<file path="src/rtl/acq_pkg.sv">
// Shared encodings for the acquisition sequencer: FSM states, control bit, trigger modes.
package acq_pkg;

  typedef enum logic [2:0] {
    ST_IDLE    = 3'd0,
    ST_PREFILL = 3'd1,
    ST_ARMED   = 3'd2,
    ST_POST    = 3'd3,
    ST_DONE    = 3'd4
  } acq_state_e;

  localparam int unsigned CTRL_RESET_BIT = 0;
  localparam int unsigned TIMEBASE_W     = 32;
  localparam int unsigned SAMPLE_W       = 8;

  localparam logic TRIG_EDGE_RISING  = 1'b0;
  localparam logic TRIG_EDGE_FALLING = 1'b1;
  localparam logic TRIG_MODE_AUTO    = 1'b0;
  localparam logic TRIG_MODE_NORMAL  = 1'b1;

  // Status byte returned on the status read: {done, 4'b0, state}
  function automatic logic [7:0] status_byte(input logic done, input acq_state_e st);
    return {done, 4'b0000, st};
  endfunction

endpackage

</file>
<file path="src/rtl/acquisition_sequencer_if.sv">
// Configuration/control from the command decoder and the sample-RAM write port.
interface acquisition_sequencer_if #(
  parameter int unsigned ADDR_W = 11
);
  logic [31:0]       i_timebase;
  logic              i_trig_edge;
  logic [7:0]        i_trig_level;
  logic              i_trig_mode;
  logic              i_trig_enable;
  logic              i_ctrl_wr;
  logic [7:0]        i_ctrl_data;
  logic [7:0]        i_adc1A;
  logic              o_we;
  logic [ADDR_W-1:0] o_addr;
  logic [ADDR_W-1:0] o_trig_addr;
  logic              o_done;
  logic [7:0]        o_status;

  modport master (
    output i_timebase, i_trig_edge, i_trig_level, i_trig_mode, i_trig_enable,
    output i_ctrl_wr, i_ctrl_data, i_adc1A,
    input  o_we, o_addr, o_trig_addr, o_done, o_status
  );

  modport slave (
    input  i_timebase, i_trig_edge, i_trig_level, i_trig_mode, i_trig_enable,
    input  i_ctrl_wr, i_ctrl_data, i_adc1A,
    output o_we, o_addr, o_trig_addr, o_done, o_status
  );
endinterface

</file>
<file path="src/rtl/sample_tick_gen.sv">
// Sample-rate divider: one tick every i_timebase+1 enabled clocks.
module sample_tick_gen
  import acq_pkg::*;
(
  input  logic                  i_clk,
  input  logic                  i_rst_n,
  input  logic                  i_en,
  input  logic                  i_clr,
  input  logic [TIMEBASE_W-1:0] i_timebase,
  output logic                  o_tick_c
);

  logic [TIMEBASE_W-1:0] cnt_q, cnt_d;

  assign o_tick_c = i_en && (cnt_q == i_timebase);

  // Counter restarts on tick, when idle, or on a control reset
  always_comb begin
    cnt_d = cnt_q + TIMEBASE_W'(1);
    if (i_clr || !i_en || o_tick_c) cnt_d = '0;
  end

  // Divider register
  always_ff @(posedge i_clk or negedge i_rst_n) begin
    if (!i_rst_n) cnt_q <= '0;
    else          cnt_q <= cnt_d;
  end

endmodule

</file>
<file path="src/rtl/acquisition_sequencer.sv">
// One ADC capture: pre-trigger fill, trigger search on 1A, post-trigger fill, done.
module acquisition_sequencer
  import acq_pkg::*;
#(
  parameter int unsigned DEPTH       = 1500,
  parameter int unsigned PRE_SAMPLES = 750,
  parameter int unsigned ADDR_W      = 11,
  parameter int unsigned AUTO_TICKS  = 65535
) (
  input  logic                   i_clk,
  input  logic                   i_rst_n,
  acquisition_sequencer_if.slave bus
);

  localparam int unsigned POST_SAMPLES = DEPTH - PRE_SAMPLES - 1;
  localparam int unsigned CNT_MAX      = (DEPTH > AUTO_TICKS) ? DEPTH : AUTO_TICKS;
  localparam int unsigned CNT_W        = $clog2(CNT_MAX + 1);

  acq_state_e        state_q, state_d;
  logic [CNT_W-1:0]  cnt_q, cnt_d;
  logic [ADDR_W-1:0] wptr_q, wptr_d, addr_q, addr_d, trig_addr_q, trig_addr_d;
  logic [7:0]        prev_q, prev_d, status_q, status_d;
  logic              we_q, we_d, done_q, done_d;
  logic              run_c, tick_c, tick_ok_c, ctrl_rst_c, ctrl_start_c;
  logic              rise_c, fall_c, edge_hit_c, auto_hit_c, trig_c;
  logic              unused_ctrl_c;

  assign run_c         = (state_q == ST_PREFILL) || (state_q == ST_ARMED) || (state_q == ST_POST);
  assign ctrl_rst_c    = bus.i_ctrl_wr && bus.i_ctrl_data[CTRL_RESET_BIT];
  assign ctrl_start_c  = bus.i_ctrl_wr && !bus.i_ctrl_data[CTRL_RESET_BIT] &&
                         ((state_q == ST_IDLE) || (state_q == ST_DONE));
  assign tick_ok_c     = tick_c && !bus.i_ctrl_wr;
  assign unused_ctrl_c = ^bus.i_ctrl_data;

  sample_tick_gen u_tick (
    .i_clk      (i_clk),
    .i_rst_n    (i_rst_n),
    .i_en       (run_c),
    .i_clr      (ctrl_rst_c),
    .i_timebase (bus.i_timebase),
    .o_tick_c   (tick_c)
  );

  // Trigger comparator; the first ARMED tick has no valid previous sample
  always_comb begin
    rise_c     = (prev_q < bus.i_trig_level) && (bus.i_adc1A >= bus.i_trig_level);
    fall_c     = (prev_q > bus.i_trig_level) && (bus.i_adc1A <= bus.i_trig_level);
    edge_hit_c = (cnt_q != '0) &&
                 ((bus.i_trig_edge == TRIG_EDGE_FALLING) ? fall_c : rise_c);
    auto_hit_c = (bus.i_trig_mode == TRIG_MODE_AUTO) && (cnt_q == CNT_W'(AUTO_TICKS - 1));
    trig_c     = !bus.i_trig_enable || auto_hit_c || edge_hit_c;
  end

  // State register
  always_ff @(posedge i_clk or negedge i_rst_n) begin
    if (!i_rst_n) state_q <= ST_IDLE;
    else          state_q <= state_d;
  end

  // Next-state logic; control writes take priority over ticks
  always_comb begin
    state_d = state_q;
    if (ctrl_rst_c) begin
      state_d = ST_IDLE;
    end else if (ctrl_start_c) begin
      state_d = ST_PREFILL;
    end else if (tick_ok_c) begin
      case (state_q)
        ST_PREFILL: if (cnt_q == CNT_W'(PRE_SAMPLES - 1)) state_d = ST_ARMED;
        ST_ARMED:   if (trig_c) state_d = (POST_SAMPLES == 0) ? ST_DONE : ST_POST;
        ST_POST:    if (cnt_q == CNT_W'(POST_SAMPLES - 1)) state_d = ST_DONE;
        default:    state_d = state_q;
      endcase
    end
  end

  // Output and datapath next values: write pacing, address wrap, trigger latch
  always_comb begin
    we_d        = 1'b0;
    addr_d      = addr_q;
    wptr_d      = wptr_q;
    trig_addr_d = trig_addr_q;
    cnt_d       = cnt_q;
    prev_d      = prev_q;
    done_d      = (state_q == ST_DONE) && (state_d == ST_DONE);
    if (ctrl_rst_c || ctrl_start_c) begin
      addr_d      = '0;
      wptr_d      = '0;
      trig_addr_d = '0;
      cnt_d       = '0;
      prev_d      = '0;
    end else if (tick_ok_c) begin
      we_d   = 1'b1;
      addr_d = wptr_q;
      wptr_d = (wptr_q == ADDR_W'(DEPTH - 1)) ? '0 : wptr_q + ADDR_W'(1);
      prev_d = bus.i_adc1A;
      if (state_d != state_q)              cnt_d = '0;
      else if (cnt_q != CNT_W'(CNT_MAX))   cnt_d = cnt_q + CNT_W'(1);
      if ((state_q == ST_ARMED) && trig_c) trig_addr_d = wptr_q;
    end
    status_d = status_byte(done_d, state_d);
  end

  // Datapath and output registers
  always_ff @(posedge i_clk or negedge i_rst_n) begin
    if (!i_rst_n) begin
      we_q        <= 1'b0;
      addr_q      <= '0;
      wptr_q      <= '0;
      trig_addr_q <= '0;
      cnt_q       <= '0;
      prev_q      <= '0;
      done_q      <= 1'b0;
      status_q    <= '0;
    end else begin
      we_q        <= we_d;
      addr_q      <= addr_d;
      wptr_q      <= wptr_d;
      trig_addr_q <= trig_addr_d;
      cnt_q       <= cnt_d;
      prev_q      <= prev_d;
      done_q      <= done_d;
      status_q    <= status_d;
    end
  end

  assign bus.o_we        = we_q;
  assign bus.o_addr      = addr_q;
  assign bus.o_trig_addr = trig_addr_q;
  assign bus.o_done      = done_q;
  assign bus.o_status    = status_q;

endmodule

</file>
<file path="src/flat_wrapper.sv">
// flat-port wrapper written by rule: the top's interface ports become plain ports
module acquisition_sequencer_flat import acq_pkg::*;
#(
  parameter int unsigned DEPTH       = 1500,
  parameter int unsigned PRE_SAMPLES = 750,
  parameter int unsigned ADDR_W      = 11,
  parameter int unsigned AUTO_TICKS  = 65535
)
  (i_clk, i_rst_n, bus_i_timebase, bus_i_trig_edge, bus_i_trig_level, bus_i_trig_mode, bus_i_trig_enable, bus_i_ctrl_wr, bus_i_ctrl_data, bus_i_adc1A, bus_o_we, bus_o_addr, bus_o_trig_addr, bus_o_done, bus_o_status);
  acquisition_sequencer_if #(.ADDR_W(ADDR_W)) bus_i ();
  input  logic i_clk;
  input  logic i_rst_n;
  input wire logic [$bits(bus_i.i_timebase)-1:0] bus_i_timebase;
  input wire logic [$bits(bus_i.i_trig_edge)-1:0] bus_i_trig_edge;
  input wire logic [$bits(bus_i.i_trig_level)-1:0] bus_i_trig_level;
  input wire logic [$bits(bus_i.i_trig_mode)-1:0] bus_i_trig_mode;
  input wire logic [$bits(bus_i.i_trig_enable)-1:0] bus_i_trig_enable;
  input wire logic [$bits(bus_i.i_ctrl_wr)-1:0] bus_i_ctrl_wr;
  input wire logic [$bits(bus_i.i_ctrl_data)-1:0] bus_i_ctrl_data;
  input wire logic [$bits(bus_i.i_adc1A)-1:0] bus_i_adc1A;
  output wire logic [$bits(bus_i.o_we)-1:0] bus_o_we;
  output wire logic [$bits(bus_i.o_addr)-1:0] bus_o_addr;
  output wire logic [$bits(bus_i.o_trig_addr)-1:0] bus_o_trig_addr;
  output wire logic [$bits(bus_i.o_done)-1:0] bus_o_done;
  output wire logic [$bits(bus_i.o_status)-1:0] bus_o_status;
  assign bus_i.i_timebase = bus_i_timebase;
  assign bus_i.i_trig_edge = bus_i_trig_edge;
  assign bus_i.i_trig_level = bus_i_trig_level;
  assign bus_i.i_trig_mode = bus_i_trig_mode;
  assign bus_i.i_trig_enable = bus_i_trig_enable;
  assign bus_i.i_ctrl_wr = bus_i_ctrl_wr;
  assign bus_i.i_ctrl_data = bus_i_ctrl_data;
  assign bus_i.i_adc1A = bus_i_adc1A;
  assign bus_o_we = bus_i.o_we;
  assign bus_o_addr = bus_i.o_addr;
  assign bus_o_trig_addr = bus_i.o_trig_addr;
  assign bus_o_done = bus_i.o_done;
  assign bus_o_status = bus_i.o_status;
  acquisition_sequencer #(.DEPTH(DEPTH), .PRE_SAMPLES(PRE_SAMPLES), .ADDR_W(ADDR_W), .AUTO_TICKS(AUTO_TICKS)) u_core (.i_clk(i_clk), .i_rst_n(i_rst_n), .bus(bus_i));
endmodule
</file>
<file path="config.mk">
export PLATFORM = sky130hd
export DESIGN_NAME = acquisition_sequencer_flat
export DESIGN_NICKNAME = d
export VERILOG_FILES = /design/src/rtl/acq_pkg.sv /design/src/rtl/acquisition_sequencer_if.sv /design/src/rtl/sample_tick_gen.sv /design/src/rtl/acquisition_sequencer.sv /design/src/flat_wrapper.sv
export SDC_FILE = /design/constraint.sdc
export NUM_CORES = 1
export LEC_CHECK = 0
export CORE_MARGIN = 2
export CORE_UTILIZATION = 35
export CTS_CLUSTER_SIZE = 28
export DETAILED_ROUTE_END_ITERATION = 8
export GPL_ROUTABILITY_DRIVEN = 0
export PLACE_DENSITY_LB_ADDON = 0.2
export SLEW_MARGIN = 25
export SYNTH_ARGS = -nofsm -noshare
export SYNTH_HDL_FRONTEND = slang
export SYNTH_HIERARCHICAL = 1
export SYNTH_SLANG_ARGS = --single-unit
</file>
<file path="constraint.sdc">
create_clock -name i_clk -period 3.25 [get_ports i_clk]
set_input_delay 0.975 -clock i_clk [delete_from_list [all_inputs] [get_ports i_clk]]
set_output_delay 0.975 -clock i_clk [all_outputs]
set_load 0.1 [all_outputs]
</file>
==> results of run 1 <==
-- cell families (layout without fill, tap and decap cells) --
kind of cell	Yosys count	count (layout)	synth area share [%]
flip-flops	94	94	43.01
XOR/XNOR	72	72	11.53
AND/OR/NAND/NOR	259	259	24.48
other	1	4	0.06857
AO/OA/AOI/OAI	84	84	11.07
adder cells (fa/ha/maj)	22	22	5.033
buffers and inverters	59	191	4.804
-- metal layers --
| metal | track usage (%) | vias up |
|---|---|---|
| li1 | - | 2311 |
| met1 | 23.17 | 2261 |
| met2 | 28.63 | 117 |
| met3 | 3.534 | 24 |
| met4 | 7.353 | 0 |
| met5 | 0 | - |
-- synthesized netlist by cell type, drive strengths merged, types with 4 or more instances --
cell     n  area share, %
and2     7           0.80
ha      22            5.0
nand2   67            4.8
dfrtp   94             43
nand3   47            4.6
and4     7            1.1
o22ai   15            1.7
a21oi    9            1.1
o21ai   32            2.9
nor2b    4           0.46
xnor2   21            3.4
o311ai   5            1.2
and3     8            1.0
clkbuf  11           0.75
nand4   21            2.5
nor4    15            2.3
buf     16            1.9
xor2    51            8.2
inv     32            2.2
nor2    64            4.5
nor3     6           0.55
-- final timing paths --
kind / startpoint / slack (ps) / end
max: bus_i_timebase[18] / 60 / u_core/cnt_q[11]
min: i_rst_n / 460 / u_core/bus.o_trig_addr[6]
max reg2reg: u_core/u_tick/cnt_q[5] / 400 / u_core/cnt_q[11]
min reg2reg: u_core/bus.o_trig_addr[4] / 510 / u_core/bus.o_trig_addr[4]
max in group asynchronous: i_rst_n / 2140 / u_core/u_tick/cnt_q[30]
min in group i_clk: u_core/bus.o_trig_addr[4] / 510 / u_core/bus.o_trig_addr[4]
-- state kept, by name, indices dropped and copies added, names as in the netlist --
register and cells:
u_core/bus.o_addr 11, u_core/bus.o_status 2, u_core/bus.o_trig_addr 11, u_core/bus.o_we 1, u_core/cnt_q 16, u_core/prev_q 8
u_core/state_q 2, u_core/u_tick/cnt_q 32, u_core/wptr_q 11
-- where the power goes --
group          leakage (nW)  switching, mW  internal [mW]
logic                  1.98          0.221          0.177
registers              1.29         0.0514           1.19
clock network         0.150          0.481          0.609
total                  3.43          0.754           1.98
-- layout make-up --
cell class	instances	area, sq um	area share, %
repair buffers	143	1289	17.19
flip-flops and latches	94	2354	31.39
inverters	32	123.9	1.652
multi-input cells	441	3166	42.22
well taps	211	264.0	3.521
clock inverters	6	72.57	0.9680
clock buffers	10	229.0	3.054
-- per-stage QoR --
stage | total power, mW | worst slack [ps] | TNS [ps] | util, % | hold slack (ps)
after floorplan | 1.447 | 5.654 | 0 | - | 468.8
after global placement | 1.616 | -871.2 | -38860 | 43.77 | 489.0
after detailed placement | 1.626 | -879.5 | -37880 | 43.82 | 497.3
after CTS | 2.734 | 1.799 | 0 | 47.40 | 461.7
after global routing | 2.870 | -17.74 | -37.23 | 49.13 | 454.5
final | 2.734 | 59.75 | 0 | 49.13 | 456.6
-- worst register-to-register path, stage by stage (launching register included) --
cell and delay [ps]:
dfrtp_1 430, xor2_1 190, nor4_2 260, buf_4 160, nand4_1 170, nor3_2 270, or2b_4 330, a311oi_4 390
a21oi_4 160, buf_12 160, a21oi_4 130, o22ai_1 90
-- what timing repair did --
action | in CTS | in global routing
pin swaps | 28 | 31
setup buffers | 21 | 3
gates cloned | 0 | 3
setup endpoints to repair | 49 | 80
resized for setup | 49 | 70
==> results by group, run 1 <==
Critical path
  – Crit-path max FO: 4
  – Critical path launch point type: input port
  – Most frequent CP cell: a21oi_4
  – CP top delay family: simple AND/OR/NAND/NOR gates
  – CP max stage delay: 380 ps
  – Worst path slowest cell: a311oi_4
  – Critical path buffers and inverters: 2
  – R2R cell count: 11
  – Worst setup path class: input port to flop
  – Worst Setup End Kind: flop
  – CP Cell Sequence: dlygate4sd2_1, xor2_1, nor4_1, nand4_1, nor3_2, or2b_4, a311oi_4, a21oi_4, buf_12, a21oi_4, o22ai_1
  – Worst Path Arrival: 3420 ps
  – CP Depth: 11
  – WP data required: 3480 ps

Routing
  – Via Count: 4713
  – Post-Route M1 WL: 6506 um
  – Met2 WL post-DR: 6801 um
  – Via density: 5.030
  – WL final: 14330 um
  – WL/cell: 15.29 um
  – Initial drt markers: 165
  – ANT nets after route: 0
  – Drt pass-1 iters: 5
  – Top layer in use: met4
  – Met3 WL: 691 um
  – DRC: 0

CTS
  – CTS buffer count: 9
  – Worst skew pair latency: 350 ps
  – Htree depth: 3
  – CTS tree: yes
  – CTS Root Buffer Type: clkbuf_16
  – Clock-pin transition on the worst setup and hold timing paths: 70 ps
  – Max clock buf depth: 2
  – Clk sinks: 94
  – # hold bufs at CTS: 0

Final layout
  – Final Instance Count excl. Fillers: 937
  – Most frequent cells in the layout: dfrtp_1, buf_4, nand2_1
  – Nets: 805
  – Commonest non-fill, non-tap cell in the layout: dfrtp_1
  – Ant. Diodes: 0
  – Area grow syn2layout: 37.09%
  – # fillers: 1419
  – Final instance area: 7497 sq um
  – Share of layout cells above drive strength 1: 26.17%

Placed design
  – Port bufs: 82
  – Dpl cell area: 6686 sq um
  – DP HPWL: 9996 um
  – Placed insts: 899

Synthesis
  – Asr flop ratio synth: 100.0%
  – Synth Register Bits: 94
  – Register area share after synthesis: 43.01%
  – Cell area after synthesis: 5469 sq um
  – Syn_area_per_cell: 9.254 sq um
  – Cells after Synth: 591
  – Netlist cell types: 64
  – Ys Warns: 6
  – Primary FF master, synth: dfrtp_1
  – Post-synth EDFFs: 0

GRT
  – Gr ovfl total: 0
  – Initial antenna violation count: 0
  – Global-route wire length before repair: 23460 um
  – Vias in the first global route: 4789
  – Largest net degree at the start of global routing: 33
  – Gr usage total: 17.67%

Power
  – PwrDens: 364.7 nW/um^2
  – Worst vdd ir: 0.2008 mV
  – Leak: 3.426 nW

Status
  – Outcome: completed

STA
  – Final hold vios: 0
  – Fin crit share: 98.16%
  – Actual slew at the worst max-slew pin: 575.3 ps
  – F_max: 0.3135 GHz
  – Final Max Slew Viols: 0
  – Setup Skew: 9.869 ps
  – Final setup viols: 0
  – Period minus WS final: 3190 ps
  – Slew headroom: 61.51%

Floorplan
  – I/O pin count: 94
  – Num rows: 45
  – Die area: 16640 sq um
  – Die width: 129 um
  – Die Y: 129 um
  – Placeable Area: 15260 sq um
  – Starting density of the core: 35.84%

Run
  – Number of max-cap violations: 0

Worst hold path
  – Hold Path Class: input port to async pin
Power figures use the tool's default switching activity.
==> run 2, diff against run 1 <==
--- a/config.mk
+++ b/config.mk
@@ -11,6 +11,8 @@
 export DETAILED_ROUTE_END_ITERATION = 8
 export GPL_ROUTABILITY_DRIVEN = 0
 export PLACE_DENSITY_LB_ADDON = 0.2
+export REMOVE_ABC_BUFFERS = 1
+export SKIP_CTS_REPAIR_TIMING = 1
 export SLEW_MARGIN = 25
 export SYNTH_ARGS = -nofsm -noshare
 export SYNTH_HDL_FRONTEND = slang
==> results by group, run 2 (same netlist as run 1, synthesis figures left out) <==
GRT
  – GR Layer Usage met3: 3.451% (-0.083 points)
  – Vias in the first global route: 4611 (-3.7%)
  – Gr usage total: 16.86% (-0.82 points)
  – Gr ovfl total: 0 (unchanged)
  – Largest net degree at the start of global routing: 47 (+42%)
  – Global-route wire length before repair: 22370 um (-4.7%)
  – Initial antenna violation count: 1 (+1)
  – Met2 GRT Util: 26.83% (-1.8 points)
  – Met1 usage: 22.69% (-0.48 points)
  – Gr busiest metal: met2

STA
  – Final hold vios: 0 (unchanged)
  – Fin crit share: 99.25% (+1.1 points)
  – Actual slew at the worst max-slew pin: 606.9 ps (+31.52 ps)
  – Final setup viols: 0 (unchanged)
  – Final Max Slew Viols: 0 (unchanged)
  – Slew headroom: 59.27% (-2.2 points)
  – Setup Skew: 8.785 ps (-1.085 ps)
  – Period minus WS final: 3226 ps (+35.27 ps)
  – F_max: 0.3100 GHz (-1.1%)

Final layout
  – Most flop-heavy register: u_core/u_tick/cnt_q
  – Commonest non-fill, non-tap cell in the layout: dfrtp_1
  – # fillers: 1442 (+1.6%)
  – Number of flip-flops in the largest register: 32 (unchanged)
  – Final instance area: 7455 sq um (-0.57%)
  – Biggest regs: u_core/u_tick/cnt_q x32, u_core/cnt_q x16
  – Final Instance Count excl. Fillers: 929 (-0.85%)
  – Area grow syn2layout: 36.31%
  – Nets: 797 (-0.99%)
  – Ant. Diodes: 0 (unchanged)
  – Share of layout cells above drive strength 1: 23.82% (-2.4 points)
  – Most frequent cells in the layout: dfrtp_1, buf_4, nand2_1

Power
  – PwrDens: 359.6 nW/um^2 (-1.4%)
  – Leak: 3.463 nW (+1.1%)
  – Worst vdd ir: 0.2197 mV (+9.4%)

Status
  – Outcome: completed

Floorplan
  – Starting density of the core: 35.84% (unchanged)
  – Die Y: 129 um (unchanged)
  – Die area: 16640 sq um (unchanged)
  – Die width: 129 um (unchanged)
  – Num rows: 45 (unchanged)
  – I/O pin count: 94 (unchanged)
  – Placeable Area: 15260 sq um (unchanged)

Worst hold path
  – Hold Path Class: flop to flop

CTS
  – CTS Root Buffer Type: clkbuf_16
  – Max clock buf depth: 2 (unchanged)
  – Clk sinks: 94 (unchanged)
  – Htree depth: 3 (unchanged)
  – Clock-pin transition on the worst setup and hold timing paths: 70 ps (about the same)
  – Worst skew pair latency: 350 ps (about the same)
  – CTS buffer count: 9 (unchanged)
  – CTS tree: yes

Critical path
  – CP max stage delay: 480 ps (+100 ps)
  – CP Launch Point: bus_i_trig_level[3]
  – Worst setup path class: input port to flop
  – Worst path slowest cell: clkdlybuf4s50_1
  – Worst Setup End Kind: flop
  – CP Cell Sequence: clkdlybuf4s50_1, inv_2, ha_4, a21oi_1, a21oi_2, buf_4, o21ai_2, o2111ai_2, a311oi_4, a21oi_4, a31o_1, o2bb2ai_1
  – WP data required: 3480 ps (about the same)
  – Reg2reg start: u_core/u_tick/cnt_q[10]
  – R2R cell count: 13 (+2)
  – CP Capture Point: u_core/cnt_q[0]
  – Reg-to-reg setup timing slack: 450 ps (+50 ps)
  – Worst Path Arrival: 3460 ps (+40 ps)
  – Crit-path max FO: 6 (+2)
  – FF-to-FF End: u_core/cnt_q[0]
  – Critical path launch point type: input port

Run
  – Number of max-cap violations: 0 (unchanged)

Placed design
  – DP HPWL: 10030 um (+0.32%)
  – Placed insts: 907 (+0.89%)
  – Port bufs: 82 (unchanged)
  – Dpl cell area: 6758 sq um (+1.1%)

Routing
  – Drt pass-1 iters: 4 (-1)
  – Via density: 5.015 (-0.29%)
  – DRC: 0 (unchanged)
  – ANT nets after route: 0 (unchanged)
  – WL/cell: 14.84 um (-3.0%)
  – Via Count: 4659 (-1.1%)
  – WL final: 13780 um (-3.8%)
  – Initial drt markers: 212 (+28%)
-- run 2: cell types whose count changed in the layout (fill, tap and decap cells not counted), moves of 4 or more --
cell	delta
dlygate4sd2_1	-16
dlymetal6s2s_1	+11
nor4_1	-4
buf_4	-5
clkdlybuf4s50_1	+15
nor2_1	+8
clkdlybuf4s15_1	-6
nor2_2	-8
clkbuf_2	-4
nor4_2	+4
-- run 2: cell type report --
cell class | instances | area (sq um) | area share, %
Sequential cell | 94 | 2352 | 31.55
Timing Repair Buffer | 135 | 1257 | 16.87
Inverter | 32 | 123.9 | 1.662
Clock inverter | 6 | 51.30 | 0.6882
Multi-Input combinational cell | 441 | 3167 | 42.48
Clock buffer | 10 | 239.0 | 3.206
Tap cell | 211 | 264.0 | 3.541
-- run 2: routing by layer --
metal | vias to the layer above | wire, um
li1 | 2297 | -
met3 | 24 | 609
met5 | - | 13
met4 | 2 | 291
met2 | 111 | 6378
met1 | 2225 | 6490
-- run 2: worst min-delay path by stage --
stage                                    startpoint                   endpoint  slack [ps]  cells past startpoint
after floorplan                    u_core/prev_q[0]           u_core/prev_q[0]         470                      2
after global placement             u_core/prev_q[0]           u_core/prev_q[0]         490                      2
after detailed placement  u_core/bus.o_trig_addr[6]  u_core/bus.o_trig_addr[6]         500                      2
after CTS                 u_core/bus.o_trig_addr[6]  u_core/bus.o_trig_addr[6]         520                      2
after global routing      u_core/bus.o_trig_addr[2]  u_core/bus.o_trig_addr[2]         550                      2
final                     u_core/bus.o_trig_addr[6]  u_core/bus.o_trig_addr[6]         510                      2
-- run 2: worst max-delay path: cells and delay by family --
family | cells | cell delay (ps)
adders and majority gates | 1 | 250
AOI/OAI and AO/OA | 8 | 1530
buffers and inverters | 3 | 700
-- run 2: per-stage QoR --
stage | setup WS, ps | setup TNS (ps) | hold slack (ps) | total power, mW | util, %
after floorplan | -515.7 | -5802 | 468.8 | 1.433 | -
after global placement | -824.9 | -33990 | 485.2 | 1.621 | 44.24
after detailed placement | -937.4 | -39770 | 500.2 | 1.633 | 44.29
after CTS | -573.0 | -18590 | 517.1 | 2.698 | 46.19
after global routing | -43.34 | -256.4 | 545.8 | 2.815 | 48.86
final | 24.49 | 0 | 509.0 | 2.681 | 48.86
-- run 2: power by group --
group          total [mW]  switching, mW  leakage, nW  internal [mW]
registers            1.24         0.0474         1.29           1.19
clock network        1.05          0.496        0.146          0.554
logic               0.389          0.216         2.02          0.173
total                2.68          0.760         3.46           1.92
==> run 3, diff against run 2 <==
--- a/config.mk
+++ b/config.mk
@@ -5,6 +5,7 @@
 export SDC_FILE = /design/constraint.sdc
 export NUM_CORES = 1
 export LEC_CHECK = 0
+export CAP_MARGIN = 20
 export CORE_MARGIN = 2
 export CORE_UTILIZATION = 35
 export CTS_CLUSTER_SIZE = 28
==> results of run 3 <==
The final DEF is identical to that of run 2; final timing and power are the same.
